--- config.mk ---
export PLATFORM = sky130hd
export DESIGN_NAME = stream_popcount
export DESIGN_NICKNAME = d
export VERILOG_FILES = /design/src/rtl/popcount_pkg.sv /design/src/rtl/chunk_popcount.sv /design/src/rtl/stream_popcount.sv
export SDC_FILE = /design/constraint.sdc
export NUM_CORES = 1
export LEC_CHECK = 0
export ABC_CLOCK_PERIOD_IN_PS = 9000
export CORE_MARGIN = 3
export CORE_UTILIZATION = 51
export CTS_CLUSTER_DIAMETER = 120
export DETAILED_ROUTE_END_ITERATION = 10
export GPL_ROUTABILITY_DRIVEN = 0
export PLACE_DENSITY_LB_ADDON = 0.3
export RECOVER_POWER = 100
export SYNTH_ARGS = -nofsm -noshare
export SYNTH_HDL_FRONTEND = slang
export SYNTH_SLANG_ARGS = --single-unit
--- constraint.sdc ---
create_clock -name clk -period 9 [get_ports clk]
set_clock_uncertainty 0.15 [all_clocks]
set_input_delay 2.25 -clock clk [delete_from_list [all_inputs] [get_ports clk]]
set_output_delay 2.25 -clock clk [all_outputs]
set_load 0.03 [all_outputs]
--- src/rtl/popcount_pkg.sv ---
`default_nettype none
// ============================================================================
// Module      : popcount_pkg
// Description : Shared width helpers and mode encoding for stream_popcount.
// Revision    : 1.0 - initial release
// ============================================================================
package popcount_pkg;

    localparam logic c_mode_ones  = 1'b0;
    localparam logic c_mode_zeros = 1'b1;

    // Bits needed to hold a count from 0 up to and including width.
    function automatic int chunk_cnt_w(input int width);
        return $clog2(width + 1);
    endfunction

    function automatic int word_cnt_w(input int mem_bw);
        return $clog2(mem_bw) + 1;
    endfunction

    function automatic int acc_w(input int mem_bw, input int max_words);
        return $clog2(max_words * mem_bw) + 1;
    endfunction

endpackage
`default_nettype wire

--- src/rtl/chunk_popcount.sv ---
`default_nettype none
// ============================================================================
// Module      : chunk_popcount
// Description : Combinational ones counter over one CHUNK_W-bit slice.
// Revision    : 1.0 - initial release
// ============================================================================
module chunk_popcount
    import popcount_pkg::*;
#(
    parameter int CHUNK_W = 32
) (
    input  logic [CHUNK_W-1:0]                 chunk,
    output logic [chunk_cnt_w(CHUNK_W)-1:0]    cnt
);

    localparam int CNT_W = chunk_cnt_w(CHUNK_W);

    always_comb begin
        cnt = '0;
        for (int i = 0; i < CHUNK_W; i++) begin
            cnt = cnt + CNT_W'(chunk[i]);
        end
    end

endmodule
`default_nettype wire

--- src/rtl/stream_popcount.sv ---
`default_nettype none
// ============================================================================
// Module      : stream_popcount
// Description : Two-stage streaming popcount with per-frame saturating total.
// Revision    : 1.0 - initial release
// ============================================================================
module stream_popcount
    import popcount_pkg::*;
#(
    parameter int MEM_BW    = 128,
    parameter int CHUNK_W   = 32,
    parameter int MAX_WORDS = 256
) (
    input  logic                                   clk,
    input  logic                                   rst,
    input  logic                                   in_valid,
    output logic                                   in_ready,
    input  logic [MEM_BW-1:0]                      in_word,
    input  logic                                   in_last,
    input  logic                                   in_mode,
    output logic                                   out_valid,
    input  logic                                   out_ready,
    output logic [word_cnt_w(MEM_BW)-1:0]          out_word_cnt,
    output logic [acc_w(MEM_BW, MAX_WORDS)-1:0]    out_frame_cnt,
    output logic                                   out_last,
    output logic                                   out_sat
);

    localparam int NCHUNK = MEM_BW / CHUNK_W;
    localparam int CC_W   = chunk_cnt_w(CHUNK_W);
    localparam int WC_W   = word_cnt_w(MEM_BW);
    localparam int ACC_W  = acc_w(MEM_BW, MAX_WORDS);

    logic                w_en;
    logic                w_mode;
    logic [CC_W-1:0]     w_chunk_cnt [NCHUNK];
    logic [WC_W-1:0]     w_ones;
    logic [WC_W-1:0]     w_word_cnt;
    logic [ACC_W-1:0]    w_base;
    logic [ACC_W:0]      w_sum;
    logic                w_ovf;

    logic                r_first;
    logic                r_mode;
    logic                r_s1_valid;
    logic                r_s1_last;
    logic                r_s1_first;
    logic                r_s1_mode;
    logic [CC_W-1:0]     r_s1_cnt [NCHUNK];

    // Whole pipeline advances together; a full output stage stalls everything.
    assign w_en     = !out_valid || out_ready;
    assign in_ready = w_en;
    assign w_mode   = r_first ? in_mode : r_mode;

    for (genvar k = 0; k < NCHUNK; k++) begin : g_chunk
        chunk_popcount #(
            .CHUNK_W (CHUNK_W)
        ) u_chunk (
            .chunk (in_word[k*CHUNK_W +: CHUNK_W]),
            .cnt   (w_chunk_cnt[k])
        );
    end

    always_ff @(posedge clk) begin
        if (rst) begin
            r_first    <= 1'b1;
            r_mode     <= c_mode_ones;
            r_s1_valid <= 1'b0;
            r_s1_last  <= 1'b0;
            r_s1_first <= 1'b0;
            r_s1_mode  <= c_mode_ones;
            for (int k = 0; k < NCHUNK; k++) begin
                r_s1_cnt[k] <= '0;
            end
        end else if (w_en) begin
            r_s1_valid <= in_valid;
            if (in_valid) begin
                r_s1_last  <= in_last;
                r_s1_first <= r_first;
                r_s1_mode  <= w_mode;
                r_first    <= in_last;
                if (r_first) begin
                    r_mode <= in_mode;
                end
                for (int k = 0; k < NCHUNK; k++) begin
                    r_s1_cnt[k] <= w_chunk_cnt[k];
                end
            end
        end
    end

    always_comb begin
        w_ones = '0;
        for (int k = 0; k < NCHUNK; k++) begin
            w_ones = w_ones + WC_W'(r_s1_cnt[k]);
        end
    end

    // Extra sum bit flags overflow so the total clamps instead of wrapping.
    always_comb begin
        w_word_cnt = (r_s1_mode == c_mode_zeros) ? (WC_W'(MEM_BW) - w_ones) : w_ones;
        w_base     = r_s1_first ? '0 : out_frame_cnt;
        w_sum      = {1'b0, w_base} + (ACC_W+1)'(w_word_cnt);
        w_ovf      = w_sum[ACC_W];
    end

    always_ff @(posedge clk) begin
        if (rst) begin
            out_valid     <= 1'b0;
            out_word_cnt  <= '0;
            out_frame_cnt <= '0;
            out_last      <= 1'b0;
            out_sat       <= 1'b0;
        end else if (w_en) begin
            out_valid <= r_s1_valid;
            if (r_s1_valid) begin
                out_word_cnt  <= w_word_cnt;
                out_frame_cnt <= w_ovf ? '1 : w_sum[ACC_W-1:0];
                out_last      <= r_s1_last;
                out_sat       <= (r_s1_first ? 1'b0 : out_sat) | w_ovf;
            end
        end
    end

endmodule
`default_nettype wire
==> metrics.txt <==
count of buffers added by post-CTS timing repair for setup=0; Total Nets Final=1,118; R2R Path Start=r_s1_cnt[1][1]; post-synthesis async set-or-reset flop share=0%; number of nets with antenna violations after routing=0; Avg Inst Size Synth=9.67 sq um; count of yosys warnings during synthesis=0; sequential area share after synthesis=about a fifth; power per standard cell area=roughly 410 nW/um^2; DR iter-0 viols=402; Hold Startpoint=out_last; y dimension of the die=around 120 um; number of buffers created by CTS=5; TritonCTS clock tree=yes; GR Overflow Total=0; worst reg2reg endpoint=out_frame_cnt[11]; Placeable Area=12,200 sq um; number of global-route vias before repair=around 5,400; max_cap viols=1; Critical Path Fanout Max=2; length of the first detailed-routing pass in iterations=4; CTS Buffer Depth=2; most frequent cells in the layout=196 x sky130_fd_sc_hd__inv_1, 128 x sky130_fd_sc_hd__clkdlybuf4s50_1, 109 x sky130_fd_sc_hd__fa_1; first-pass GRT wire length=between 20,000 and 25,000 um; total of endpoints with negative setup slack in the final report=0; number of top-level pins=162; HPWL Detailed=around 12,000 um; fraction of final layout cells sized beyond drive strength 1=1.69%; max frequency=131 MHz; pins over their slew limit=40; number of antenna violations at the first check in global routing=0; Worst Hold Class=reg2reg; Max-Slew Margin vs Limit=-12.2%; worst hold stages=2; Yosys cell types=55; r2r worst-path depth=18; post-cts hold buffer count=0; CP startpoint kind=input pin; worst-case setup margin in the final layout=roughly 1.4 ns; minimum clock period=7.61 ns; worst hold endpoint=out_last; number of flops mapped to enable cells by yosys=24; IO Port Bufs=roughly 160; post-route DRC violation count=0; Crit Path Category=in2reg; routed wirelength normalized by instance count=approximately 13 um; Clock Sink Count=56; data required time of the critical path=8.90 ns; post-detailed-routing wire length=approximately 13,000 um; outcome=finished, violations left; clock insertion delay at the later pin of the skew report=roughly 0.3 ns; net count after synthesis=between 900 and 1,000; area share of the largest cell type after synthesis=about a third; slew of the pin with the lowest slew margin=between 1.5 and 2 ns; post-route clock period utilization=a little over four fifths; Final Hold Violating Endpoints=0; vias per cell=~5; count of instances resized after the clock tree is built=0; total global routing track utilization=~19%; die width=between 100 and 150 um; crit path DAT=around 7.5 ns; register-to-register setup slack=~3.4 ns; overall die area=14,100 sq um; leakage power of the design=~4.1 nW; total inserted antenna cells=0; Setup TNS Final=0 ns; unrepaired setup endpoints after global routing=no; placement row count=40; leading cell types by total area after synthesis=sky130_fd_sc_hd__fa_1 34%, sky130_fd_sc_hd__inv_1 11%, sky130_fd_sc_hd__edfxtp_1 11%; # H-tree levels=2; area added between synthesis and finish=29.4%; Synth area leader=sky130_fd_sc_hd__fa_1; violated checks=max-capacitance violations, max-slew violations; most frequent standard cell in the layout excluding fill and tap cells=sky130_fd_sc_hd__inv_1; clk root buf=sky130_fd_sc_hd__clkbuf_16; Place WS=~1.2 ns; predominant post-synthesis flop cell=sky130_fd_sc_hd__dfxtp_1; cells after synthesis=672; post-route core utilization=slightly below 70%; Cell Area, Synth=about 6500 sq um; Starting Density=between 50 and 60%; vias=between 4,000 and 5,000; synthesized flop and latch total=56; maximum VDD drop=about 230 uV; maximum number of pins on one net before global-route repair=40; clock slew seen by the registers of the worst setup and hold paths=0.08 ns; endpoint kind of the worst setup timing path=flop
[sequential cells by signal, indices dropped and copies added (netlist names)]
signal and flops:
r_s1_cnt 24, out_frame_cnt 16, out_word_cnt 8, out_last 1
out_sat 1, out_valid 1, r_first 1, r_s1_first 1
r_s1_last 1, r_s1_mode 1, r_s1_valid 1
[critical path, cell delays in order]
cell and delay (ns):
sky130_fd_sc_hd__dlygate4sd3_1 0.55, sky130_fd_sc_hd__ha_1 0.30, sky130_fd_sc_hd__inv_1 0.07, sky130_fd_sc_hd__fa_1 0.43, sky130_fd_sc_hd__fa_1 0.56, sky130_fd_sc_hd__fa_1 0.45
sky130_fd_sc_hd__fa_1 0.55, sky130_fd_sc_hd__fa_1 0.44, sky130_fd_sc_hd__fa_1 0.50, sky130_fd_sc_hd__inv_1 0.05, sky130_fd_sc_hd__fa_1 0.40, sky130_fd_sc_hd__fa_1 0.41
sky130_fd_sc_hd__a21o_1 0.19, sky130_fd_sc_hd__a21oi_1 0.17, sky130_fd_sc_hd__xor2_1 0.16, sky130_fd_sc_hd__nor2_1 0.05
[report_power, final]
group          switching (W)  internal, W
clock network      0.0000984     0.000106
registers          0.0000299     0.000355
logic                0.00155      0.00130
[layout make-up]
| type | instances | area (sq um) |
|---|---|---|
| Multi-Input combinational cell | 406 | 4340 |
| Clock inverter | 3 | 26.3 |
| Tap cell | 168 | 210 |
| Clock buffer | 5 | 125 |
| Sequential cell | 56 | 1360 |
| Timing Repair Buffer | 162 | 1620 |
| Inverter | 196 | 736 |
| Fill cell | 988 | 3800 |
[worst max path at each step]
stage / to / depth (start not counted) / startpoint / slack (ns)
after floorplan: r_s1_cnt[0][4] / 15 / in_word[0] / 1.80
after global placement: r_s1_cnt[0][4] / 16 / in_word[0] / 1.30
after detailed placement: r_s1_cnt[2][4] / 16 / in_word[64] / 1.19
after CTS: r_s1_cnt[2][4] / 16 / in_word[64] / 1.48
after global routing: r_s1_cnt[2][4] / 16 / in_word[64] / 1.20
final: r_s1_cnt[2][4] / 16 / in_word[64] / 1.39
[cell usage after synthesis (3+ instances only)]
master / instances
sky130_fd_sc_hd__nor2_1: 39
sky130_fd_sc_hd__a311oi_1: 3
sky130_fd_sc_hd__edfxtp_1: 24
sky130_fd_sc_hd__o21ai_0: 5
sky130_fd_sc_hd__xnor2_1: 12
sky130_fd_sc_hd__nor3_1: 11
sky130_fd_sc_hd__a211oi_1: 9
sky130_fd_sc_hd__dfxtp_1: 32
sky130_fd_sc_hd__a21oi_1: 26
sky130_fd_sc_hd__nor2b_1: 18
sky130_fd_sc_hd__a31oi_1: 6
sky130_fd_sc_hd__xor2_1: 9
sky130_fd_sc_hd__o211ai_1: 4
sky130_fd_sc_hd__nand3_1: 7
sky130_fd_sc_hd__o211a_1: 4
sky130_fd_sc_hd__and3_1: 6
sky130_fd_sc_hd__a21o_1: 14
sky130_fd_sc_hd__nand2_1: 22
sky130_fd_sc_hd__clkbuf_1: 11
sky130_fd_sc_hd__ha_1: 48
sky130_fd_sc_hd__fa_1: 109
sky130_fd_sc_hd__mux2i_1: 4
sky130_fd_sc_hd__and2_1: 11
sky130_fd_sc_hd__nand2b_1: 5
sky130_fd_sc_hd__inv_1: 196
[stage by stage]
step	cell area, sq um	std cells	hold WS [ns]	power (W)
CTS	8420	996	0.308	0.00349
detailed placement	8270	988	0.297	0.00325
global placement	8270	988	0.289	0.00309
floorplan	6500	672	0.282	0.00263
global route	8410	996	0.339	0.00386
finish	8410	996	0.305	0.00344
[cell families (layout without fill, tap and decap cells)]
family          after synthesis  count (layout)  synth area share (%)
fa+ha+maj                   157             157                  42.8
flops                        56              56                  20.9
simple gates                137             137                  11.1
xor+xnor                     22              22                  3.08
buf+inv                     210             366                  12.2
compound gates               86              86                  9.26
mux                           4               4                 0.616
[routing by layer]
| metal | vias up | share of wire (%) | global-route usage, % |
|---|---|---|---|
| met1 | 2405 | 37 | 21.5 |
| li1 | 2391 | - | - |
| met2 | 138 | 57 | 37.9 |
| met4 | 0 | 1.8 | 4.92 |
| met3 | 21 | 4.9 | 3.42 |
| met5 | - | 0 | 0 |
(Power assumes the default switching activity.)
